File: config.mk
export PLATFORM = sky130hd
export DESIGN_NAME = pipe_hazard_unit
export DESIGN_NICKNAME = d
export VERILOG_FILES = /design/src/rtl/pipe_hazard_unit.sv
export SDC_FILE = /design/constraint.sdc
export NUM_CORES = 1
export LEC_CHECK = 0
export ABC_AREA = 1
export CAP_MARGIN = 0
export CORE_MARGIN = 4
export CORE_UTILIZATION = 45
export CTS_CLUSTER_SIZE = 10
export DETAILED_ROUTE_END_ITERATION = 10
export PLACE_DENSITY = 0.79
export SLEW_MARGIN = 0
export SYNTH_ARGS = -nofsm -noshare
export SYNTH_HDL_FRONTEND = slang
export SYNTH_SLANG_ARGS = --single-unit
File: constraint.sdc
create_clock -name Clock -period 1.6 [get_ports Clock]
set_input_delay 0.32 -clock Clock [delete_from_list [all_inputs] [get_ports Clock]]
set_output_delay 0.32 -clock Clock [all_outputs]
set_load 0.02 [all_outputs]
File: src/rtl/pipe_hazard_unit.sv
// ---------------------------------------------------------------------------
// pipe_hazard_unit
//
// Hazard/interlock unit that sits beside the ID stage of the pipelined CPU.
// It keeps a small shift register of the register writes still in flight in
// the STAGES stages after ID. From that record it generates:
//   - operand forwarding selects,
//   - load-use stalls,
//   - bubble insertion into ID/EXE,
//   - the IF/ID flush on a taken branch.
//
// Parameters
//   RA_W      register-address width (r0 is hard-wired zero, never a hazard)
//   STAGES    tracked stages after ID (1 = EXE, 2 = MEM, 3 = WB, ...), >= 2
//   LOAD_LAT  stage index at whose output load data is first forwardable
//
// Build option
//   HAZ_FWD_EN  When defined, forwarding is enabled and only load-use
//               hazards stall. When undefined, the forwarding selects are
//               tied to 0, and any used source produced in stages
//               1..STAGES-1 stalls. Stage STAGES relies on the register file
//               writing before it is read.
//
// Ports
//   Clock         in   rising-edge clock
//   Resetn        in   asynchronous active-low reset
//   id_valid      in   ID holds a real instruction
//   id_rs, id_rt  in   ID source registers
//   id_use_rs/rt  in   ID actually reads rs / rt
//   id_wreg       in   ID instruction writes a register
//   id_m2reg      in   ID instruction is a load
//   id_rd         in   ID destination register
//   branch_taken  in   ID resolved a taken branch/jump
//   ext_hold      in   external freeze (e.g. memory wait)
//   fwd_a_sel     out  0 = regfile, k = result of stage k, for rs
//   fwd_b_sel     out  same, for rt
//   pc_wen        out  PC write enable
//   ifid_wen      out  IF/ID register write enable
//   ifid_flush    out  IF/ID register clear to NOP
//   idexe_bubble  out  ID/EXE receives a NOP instead of ID
// ---------------------------------------------------------------------------
module pipe_hazard_unit #(
    parameter int RA_W     = 5,
    parameter int STAGES   = 3,
    parameter int LOAD_LAT = 2
) (
    input  logic                           Clock,
    input  logic                           Resetn,
    input  logic                           id_valid,
    input  logic [RA_W-1:0]                id_rs,
    input  logic [RA_W-1:0]                id_rt,
    input  logic                           id_use_rs,
    input  logic                           id_use_rt,
    input  logic                           id_wreg,
    input  logic                           id_m2reg,
    input  logic [RA_W-1:0]                id_rd,
    input  logic                           branch_taken,
    input  logic                           ext_hold,
    output logic [$clog2(STAGES+1)-1:0]    fwd_a_sel,
    output logic [$clog2(STAGES+1)-1:0]    fwd_b_sel,
    output logic                           pc_wen,
    output logic                           ifid_wen,
    output logic                           ifid_flush,
    output logic                           idexe_bubble
);

    localparam int SEL_W = $clog2(STAGES + 1);

    // Tracker: index k holds the instruction currently k stages past ID.
    logic            ent_v     [1:STAGES];
    logic            ent_wreg  [1:STAGES];
    logic            ent_m2reg [1:STAGES];
    logic [RA_W-1:0] ent_rd    [1:STAGES];

    logic stall;

    // A tracked write only counts if it is live, really writes, and is not r0.
    function automatic logic reg_match(input logic            v,
                                       input logic            wreg,
                                       input logic [RA_W-1:0] rd,
                                       input logic [RA_W-1:0] src);
        return v && wreg && (rd == src) && (src != '0);
    endfunction

    // ---- tracker: valid bits (reset discards everything in flight) ----
    always_ff @(posedge Clock or negedge Resetn) begin
        if (!Resetn) begin
            for (int k = 1; k <= STAGES; k++) begin
                ent_v[k] <= 1'b0;
            end
        end else if (!ext_hold) begin
            // A stalled ID instruction stays in ID; EXE gets a bubble.
            ent_v[1] <= id_valid & ~stall;
            for (int k = 2; k <= STAGES; k++) begin
                ent_v[k] <= ent_v[k-1];
            end
        end
    end

    // ---- tracker: payload (meaningless while the matching valid is 0) ----
    always_ff @(posedge Clock) begin
        if (!ext_hold) begin
            ent_wreg[1]  <= id_wreg;
            ent_m2reg[1] <= id_m2reg;
            ent_rd[1]    <= id_rd;
            for (int k = 2; k <= STAGES; k++) begin
                ent_wreg[k]  <= ent_wreg[k-1];
                ent_m2reg[k] <= ent_m2reg[k-1];
                ent_rd[k]    <= ent_rd[k-1];
            end
        end
    end

`ifdef HAZ_FWD_EN
    localparam logic [SEL_W-1:0] LOAD_SEL = SEL_W'(LOAD_LAT);

    logic [SEL_W-1:0] sel_a;
    logic [SEL_W-1:0] sel_b;
    logic             ld_a;
    logic             ld_b;

    // Scan oldest to youngest so the youngest producer wins.
    always_comb begin
        sel_a = '0;
        sel_b = '0;
        ld_a  = 1'b0;
        ld_b  = 1'b0;
        for (int k = STAGES; k >= 1; k--) begin
            if (id_use_rs && reg_match(ent_v[k], ent_wreg[k], ent_rd[k], id_rs)) begin
                sel_a = SEL_W'(k);
                ld_a  = ent_m2reg[k];
            end
            if (id_use_rt && reg_match(ent_v[k], ent_wreg[k], ent_rd[k], id_rt)) begin
                sel_b = SEL_W'(k);
                ld_b  = ent_m2reg[k];
            end
        end
    end

    // Load data becomes forwardable once the load reaches LOAD_LAT; only a
    // younger load (closer to ID) forces a wait.
    assign stall = id_valid &&
                   ((ld_a && (sel_a != '0) && (sel_a < LOAD_SEL)) ||
                    (ld_b && (sel_b != '0) && (sel_b < LOAD_SEL)));

    assign fwd_a_sel = sel_a;
    assign fwd_b_sel = sel_b;
`else
    logic dep;

    // Without forwarding every producer still ahead of writeback blocks ID.
    always_comb begin
        dep = 1'b0;
        for (int k = 1; k <= STAGES - 1; k++) begin
            if ((id_use_rs && reg_match(ent_v[k], ent_wreg[k], ent_rd[k], id_rs)) ||
                (id_use_rt && reg_match(ent_v[k], ent_wreg[k], ent_rd[k], id_rt))) begin
                dep = 1'b1;
            end
        end
    end

    assign stall     = id_valid && dep;
    assign fwd_a_sel = '0;
    assign fwd_b_sel = '0;
`endif

    // ext_hold freezes the front end outright. A branch seen during a stall
    // is dropped here and re-evaluated once the stall clears.
    assign pc_wen       = ~ext_hold & ~stall;
    assign ifid_wen     = ~ext_hold & ~stall;
    assign idexe_bubble = ~ext_hold & stall;
    assign ifid_flush   = ~ext_hold & branch_taken & ~stall;

endmodule
### Word-level counts from Yosys, hierarchy flattened

Memories as Yosys holds them, arrays and structs flattened.
Cells that the tools add are included.

* register bits: 2
* latch bits: 0
* bits in writable memories: 18
* ROM bits: 0
* input bits: 24
* output and inout port bits: 8
* word-level logic and storage cells: 37
* memories kept: 2

* $add $sub $neg: 0
* multiply operators: 0
* div/mod/pow operators: 0
* $lt $le $gt $ge: 0
* eq/ne operators: 4
* shift operators: 0
* mux-type cells: 3
* bitwise gates (word level): 7
* reduce and logical (&&, ||, !) cells: 19

Memories
* ent_rd: depth 3, bits a word 5, read ports 2, clocked after memory_dff 0, wr ports 3, line 73 `logic [RA_W-1:0] ent_rd [1:STAGES];`
* ent_wreg: depth 3, bits a word 1, read ports 2, clocked after memory_dff 0, wr ports 3, line 71 `logic ent_wreg [1:STAGES];`

Operators with widths (number)
* equality test 5 bit: 4
* logical AND 1 bit: 15
* nonzero test 5 bit: 2
* bitwise AND 1 bit: 5
* 2-to-1 mux 1 bit: 3
* logical OR 1 bit: 2
* inverter 1 bit: 2

### Longest topological paths before layout

Gate-level depths: netlist of the first run.
An unclocked memory read counts as a cell.

* depth in word-level cells: 11
* mapped depth: 12
* depth with buffers taken out: 11

### Least setup slack after synthesis of the first run

No wires, ideal clock.

* kind: register -> output
* from: mem ent_rd[1][0]
* to: out pc_wen
* arrival: 1499 ps
* required time: 1280 ps
* path slack: -219 ps
* cell stages (with the launch flop): 13
* path buffers: 1
* cells stage by stage: edfxtp_1 -> inv_1 -> nand2_1 -> nand2_1 -> inv_1 -> nand2_1 -> nor2_1 -> nand2_1 -> nand2_1 -> nand2_2 -> nand2_2 -> a21oi_1 -> buf_4

RTL lines
* start, declared: line 73
* end, declared: line 61 `output logic pc_wen,`

==> results.cfg, run 1 <==
[detailed_routing]
post-route-drc-count = 0
routed_wl_microns = 2154
via_count = 950
ant_nets = 0
wl_met3_microns = 178
vias_per_cell = 4.589
wl_per_cell_microns = 10.41
initialDrtViolationCount = 19
drt-met1-wl_microns = 834
dr.pass1.iters = 5
dr.max_layer_used = met4
dr_wl_met2_microns = 1127

[setup_path]
reg2reg_depth = 8
start_kind = flip-flop
worstReg2RegStart = ent_rd[1][3]$_DFFE_PN_
crit_arrival_ns = 1.67
endpoint_kind = primary output
critPathMaxFanout = 4
cp.required_ns = 1.28
reg2reg_slack_ns = 0.25
worstSetupPathType = reg -> out
timing.rr.end = ent_v[2]$_DFFE_PN0N_

[synthesis]
ys_seq_area_frac = 0.4276
syn_area_sq_um = 959.7
avgSynthCellArea_sq_um = 6.664
synth_top_area_share = 0.3755
synth_area_leaders = edfxtp_1 (38%), nand2_1 (25%), inv_1 (7.0%), dfrtp_1 (5.2%), buf_4 (3.9%)
yosysWarnings = 0
ys_seq_elements = 14
syn_inst = 144
synth_largest_area_cell = edfxtp_1
synthDistinctLibCells = 15

[grt]
grt_max_degree = 12
grt_pass1_wl_microns = 3415
track_usage = 0.1601
first_global_vias = 909
antenna_found_initial = 0
grt-ovfl-total = 0

[final_layout]
fill_cells = 178
instances_no_fill = 207
final_area_sq_um = 1346
antenna_cells = 0
drive_above_1_share = 0.2222
nNetsFinal = 205
final_util = 0.6725
area_delta_synth_final_pct = 40.29

[clock_network]
cts_htree_levels = 1
clock_sinks = 14
cts_tree = done
postCtsHoldBufs = 0
cts_buffer_depth = 2
cts_made_buffers = 3
clock_latency_ns = 0.28
clock-root-buffer = clkbuf_4
clk_pin_slew_ns = 0.08

[floorplan]
dieArea_sq_um = 2935
ioPinCount = 32
die_w_microns = 54.18
core_area_sq_um = 2002
initial_core_util = 0.4794
die_h_microns = 54.18
num_rows = 16

[sta]
period_needed_ns = 1.987
fin_crit_sh = 1.242
tns_ns = -1.473
setup_ws_ns = -0.3871
rsz0062_at_grt = yes
setup_viol = 4
drv_slew = 0
max_freq_ghz = 0.5032
hold_viol = 0
skew_ns = 0.006232

[status]
outcome = finished, violations left
violations = setup timing

[placed_design]
portBuffers = 26
place_area_sq_um = 1284
placed_cells = 201
post-dp-hpwl_microns = 1685
gp_routability_congestion = 0.8620

[job]
cap_viol_max_count = 0

[worst_hold_path]
hold_class = in -> async

[power_and_ir_drop]
power_density_nw_per_um2 = 688.7
power_leakage_uw = 0.0007090
ir_drop_mv = 0.7119
-- area by class of cell --
cell class	count	area, sq um	area share
clock buffer	4	36.28	0.02695
sequential	14	410.4	0.3048
tap	27	33.78	0.02509
inverter	29	108.9	0.08085
multi-input combinational	99	447.9	0.3327
timing repair buffer	34	309.0	0.2296
-- power breakdown --
group | total (uW) | switching, uW | internal [uW] | leakage [uW]
registers | 453 | 23.8 | 430 | 0.000142
logic | 229 | 119 | 109 | 0.000546
clock network | 245 | 107 | 138 | 0.0000210
total | 927 | 250 | 677 | 0.000709
-- kinds of logic (layout without fill, tap and decap cells) --
family | Yosys count | count (layout) | synth area share
xor+xnor | 2 | 2 | 0.01826
other cells | 1 | 4 | 0.003908
simple gates | 85 | 85 | 0.3559
compound gates | 8 | 8 | 0.04171
buf+inv | 34 | 67 | 0.1525
flops | 14 | 14 | 0.4276
-- cells in the mapped netlist (all sizes together) --
cell type   n
conb        1
xnor2       2
clkinv      1
nor2       10
o21ai       1
buf         5
nand3       6
a21oi       7
inv        28
edfxtp     12
nand2      69
dfrtp       2
-- metrics by stage --
| stage | total power [uW] | hold slack [ns] | worst slack, ns |
|---|---|---|---|
| after floorplan | 578.5 | 0.02441 | 0.003131 |
| after global placement | 677.6 | 0.4374 | -0.8710 |
| after CTS | 921.0 | 0.1913 | -0.3730 |
| final | 927.2 | 0.1906 | -0.3871 |
| after global routing | 974.4 | 0.1886 | -0.5272 |
| after detailed placement | 683.1 | 0.4419 | -0.9152 |
-- critical path, cell delays in order, from the launching register on --
cell and delay (ns):
edfxtp_1 0.47, inv_2 0.11, nand2_2 0.04, nand2_1 0.05, inv_1 0.03, nand2_1 0.04, nor2_1 0.04, nand2_1 0.05
nand2_1 0.06, nand2_2 0.11, nand2_4 0.08, a21oi_4 0.16, buf_6 0.14
-- worst max-delay path by stage --
stage	start	endpoint	slack [ns]	cells after the start
CTS	ent_rd[1][0]$_DFFE_PN_	pc_wen	-0.37	12
floorplan	ent_rd[1][0]$_DFFE_PN_	pc_wen	0.003	12
detailed placement	id_rt[2]	pc_wen	-0.92	13
global placement	id_rt[0]	idexe_bubble	-0.87	12
global route	ent_rd[1][0]$_DFFE_PN_	pc_wen	-0.53	12
finish	ent_rd[1][0]$_DFFE_PN_	pc_wen	-0.39	12
-- flip-flops by register name, indices dropped and copies added, names as in the netlist --
register  cells
ent_v         2
ent_rd       10
ent_wreg      2
-- routing by layer --
layer	up-vias	GRT usage
li1	496	-
met2	40	0.3167
met1	412	0.1610
met5	-	0
met4	0	0.05394
met3	2	0.03324
-- placed cells by master (no fill, tap or decap) --
master / instances
a21oi_1: 2
clkbuf_4: 3
nand2_4: 1
a21oi_2: 4
nor2_1: 8
edfxtp_1: 12
buf_6: 3
clkinv_1: 1
nor2_2: 2
nand2_1: 64
xnor2_1: 2
nand3_1: 6
clkdlybuf4s50_1: 12
buf_4: 9
o21ai_1: 1
a21oi_4: 1
nand2_2: 4
dlygate4sd2_1: 10
dfrtp_1: 2
inv_1: 16
clkbuf_8: 1
inv_2: 12
conb_1: 4
-- timing repair --
item / in CTS / in global routing
hold endpoints to repair: 0 / 0
setup endpoints to repair: 4 / 4
gates resized for setup: 33 / 8
buffers inserted: 1 / 1
pin swaps: 3 / 5
Power figures use the tool's default switching activity.
==> run 2: changes to the inputs <==
--- a/config.mk
+++ b/config.mk
@@ -9,6 +9,7 @@
 export CAP_MARGIN = 0
 export CORE_MARGIN = 4
 export CORE_UTILIZATION = 45
+export CTS_CLUSTER_DIAMETER = 40
 export CTS_CLUSTER_SIZE = 10
 export DETAILED_ROUTE_END_ITERATION = 10
 export PLACE_DENSITY = 0.79
==> results of run 2 <==
Final layout, timing and power as in run 1 (identical DEF).
==> run 3: changes to the inputs <==
--- a/config.mk
+++ b/config.mk
@@ -5,14 +5,16 @@
 export SDC_FILE = /design/constraint.sdc
 export NUM_CORES = 1
 export LEC_CHECK = 0
-export ABC_AREA = 1
 export CAP_MARGIN = 0
+export CELL_PAD_IN_SITES_DETAIL_PLACEMENT = 0
+export CELL_PAD_IN_SITES_GLOBAL_PLACEMENT = 1
 export CORE_MARGIN = 4
-export CORE_UTILIZATION = 45
+export CORE_UTILIZATION = 32
 export CTS_CLUSTER_DIAMETER = 40
 export CTS_CLUSTER_SIZE = 10
 export DETAILED_ROUTE_END_ITERATION = 10
-export PLACE_DENSITY = 0.79
+export PLACE_DENSITY_LB_ADDON = 0.1
+export RECOVER_POWER = 25
 export SLEW_MARGIN = 0
 export SYNTH_ARGS = -nofsm -noshare
 export SYNTH_HDL_FRONTEND = slang
==> run 3 against run 2 <==
The flow still finishes with violations (setup timing); critical path depth down 5; via count down 33%; clock-buffer cell count unchanged; utilization down 15 points; synthesized area down 14%; sequential power about the same; power down 7.7%; critical endpoint is now ifid_flush.
==> results.cfg, run 3 <==
[synthesis]
synth_flop_cell = edfxtp_1
avgSynthCellArea_sq_um = 12.25
ys_seq_area_frac = 0.5000
synthTopCellsByCount = edfxtp_1 (12), xnor2_1 (12), xor2_1 (8)
syn_inst = 67
synth_top_area_share = 0.4390
synth_area_leaders = edfxtp_1 (44%), xnor2_1 (13%), xor2_1 (8.5%), dfrtp_1 (6.1%), buf_4 (4.6%)
ys_seq_elements = 14
synth_edf_count = 12
yosysWarnings = 0
synthDistinctLibCells = 20
syn_area_sq_um = 820.8
synthArstFlopShare = 0.1429
synth_largest_area_cell = edfxtp_1

[setup_path]
reg2reg_slack_ns = -0.05
crit_path_top_delay_cell = or4_4
worstSetupPathType = reg -> out
reg2reg_depth = 5
cpMostUsedCell = buf_4
crit_path_max_incr_delay_ns = 0.54
crit_arrival_ns = 2.09
endpoint_kind = primary output
path_cells = xnor2_2 > nand3_1 > or4_4 > a211oi_4 > buf_4 > nor4b_4 > buf_4
timing.rr.end = ent_v[2]$_DFFE_PN0N_
cp.required_ns = 1.28
worstReg2RegStart = ent_rd[2][3]$_DFFE_PN_
start_kind = flip-flop
crit_start = ent_rd[2][3]$_DFFE_PN_
critPathMaxFanout = 3

[placed_design]
portBuffers = 26
post-dp-hpwl_microns = 1511
gp_routability_congestion = 0.8182

[final_layout]
largest_register = ent_rd
final_util = 0.5255
final_cell_mix = edfxtp_1 (12), buf_4 (11), xnor2_1 (9), dlygate4sd2_1 (9), xor2_1 (8)
final_common_cell = edfxtp_1
area_delta_synth_final_pct = 57.17
fill_cells = 248
largest_reg_flops = 10
nNetsFinal = 132
reg_top3 = ent_rd x10, ent_v x2, ent_wreg x2
drive_above_1_share = 0.3551
antenna_cells = 0

[detailed_routing]
post-route-drc-count = 0
ant_nets = 0
via_count = 640
wl_per_cell_microns = 13.07
initialDrtViolationCount = 11
dr.pass1.iters = 4
vias_per_cell = 4.672
routed_wl_microns = 1791

[clock_network]
cts_buffer_depth = 2
cts_made_buffers = 3
clock_sinks = 14
clock-root-buffer = clkbuf_4
cts_tree = done
clock_latency_ns = 0.26
clk_pin_slew_ns = 0.07
cts_htree_levels = 1

[power_and_ir_drop]
p_sw_frac = 0.2434
pwr-share-comb = 0.246
intPower_uw = 647.7
ir_drop_mv = 0.5781
total_power_uw = 856.2
p_clk_frac = 0.221
power_leakage_uw = 0.0005006
p_sw_uw = 208.4
power_density_nw_per_um2 = 663.7
power_frac_seq = 0.533

[grt]
antenna_found_initial = 0
grt_max_degree = 13
track_usage = 0.1112
first_global_vias = 660
grt-ovfl-total = 0
grt_pass1_wl_microns = 2904

[sta]
setup_ws_ns = -0.8149
hold_viol = 0
rsz0062_at_grt = yes
fin_crit_sh = 1.509
max_freq_ghz = 0.4141
drv_slew = 0
skew_ns = 0.001996
period_needed_ns = 2.415
tns_ns = -3.201
setup_viol = 5

[floorplan]
core_area_sq_um = 2455
initial_core_util = 0.3344
die_w_microns = 58.65
ioPinCount = 32
die_h_microns = 58.65
dieArea_sq_um = 3439
num_rows = 18

[job]
cap_viol_max_count = 0

[status]
outcome = finished, violations left
violations = setup timing

[worst_hold_path]
hold_class = in -> async
[run 3: cell types whose count changed after synthesis, sizes merged, moves of 4 or more]
cell,delta
nor2,-10
nand2,-66
or4,+6
xnor2,+10
a21oi,-4
inv,-26
xor2,+8
[run 3: logic make-up after synthesis]
logic type / share of synthesized area
xor+xnor: 0.2134
simple gates: 0.1250
flops: 0.5000
compound gates: 0.08842
buf+inv: 0.05489
mux: 0.01372
other cells: 0.004569
[run 3: critical path: cells and delay by family, from the launching register on]
family                    cells  cell delay [ns]
buffers and inverters         2             0.32
and+or+nand+nor               3             0.66
xor gates and xnor gates      1             0.15
DFF                           1             0.45
AOI/OAI and AO/OA             1             0.24
[run 3: cell type report]
cell class,instances,area (sq um),area share
Multi-Input combinational cell,49,460.4,0.3569
Sequential cell,14,410.4,0.3181
Timing Repair Buffer,38,347.8,0.2696
Tap cell,30,37.54,0.02910
Clock buffer,4,26.28,0.02037
Inverter,2,7.507,0.005820
[run 3: per-layer routing]
metal  global-route usage  up-vias  wire length, microns
met5                    0        -                     0
met4              0.03883        0                    13
met3              0.01535        2                   183
met2               0.1882       26                   875
met1               0.1454      300                   719
li1                     -      312                     -
[run 3: through the flow]
| stage | hold slack, ns | setup WS (ns) | cell area [sq um] | instances |
|---|---|---|---|---|
| 2_1_floorplan | 0.02441 | -0.4182 | 867.1 | 70 |
| 3_3_place_gp | 0.4884 | -1.428 | 1206 | 132 |
| 3_5_place_dp | 0.5035 | -1.474 | 1206 | 132 |
| 4_1_cts | 0.2161 | -0.8686 | 1275 | 137 |
| 5_1_grt | 0.2821 | -0.9436 | 1290 | 137 |
| 6_report | 0.2921 | -0.8149 | 1290 | 137 |
[run 3: repair_timing]
item / CTS / global route
hold buffers: 0 / 0
gates resized for setup: 43 / 3
endpoints found under the setup margin: 5 / 5
setup buffers: 1 / 0
pin swaps: 4 / 1
[run 3: power by group through the flow]
stage	Sequential [uW]	Combinational, uW	Clock, uW
3_3_place_gp	463	203	0
4_1_cts	457	212	201
6_report	456	210	189
5_1_grt	461	228	219
3_5_place_dp	464	206	0
2_1_floorplan	457	105	0
[run 3: worst max path at each step]
stage	to	slack [ns]	cells after the start
after floorplan	pc_wen	-0.42	5
after global placement	idexe_bubble	-1.43	7
after detailed placement	idexe_bubble	-1.47	7
after CTS	ifid_flush	-0.87	7
after global routing	ifid_flush	-0.94	7
final	ifid_flush	-0.81	7
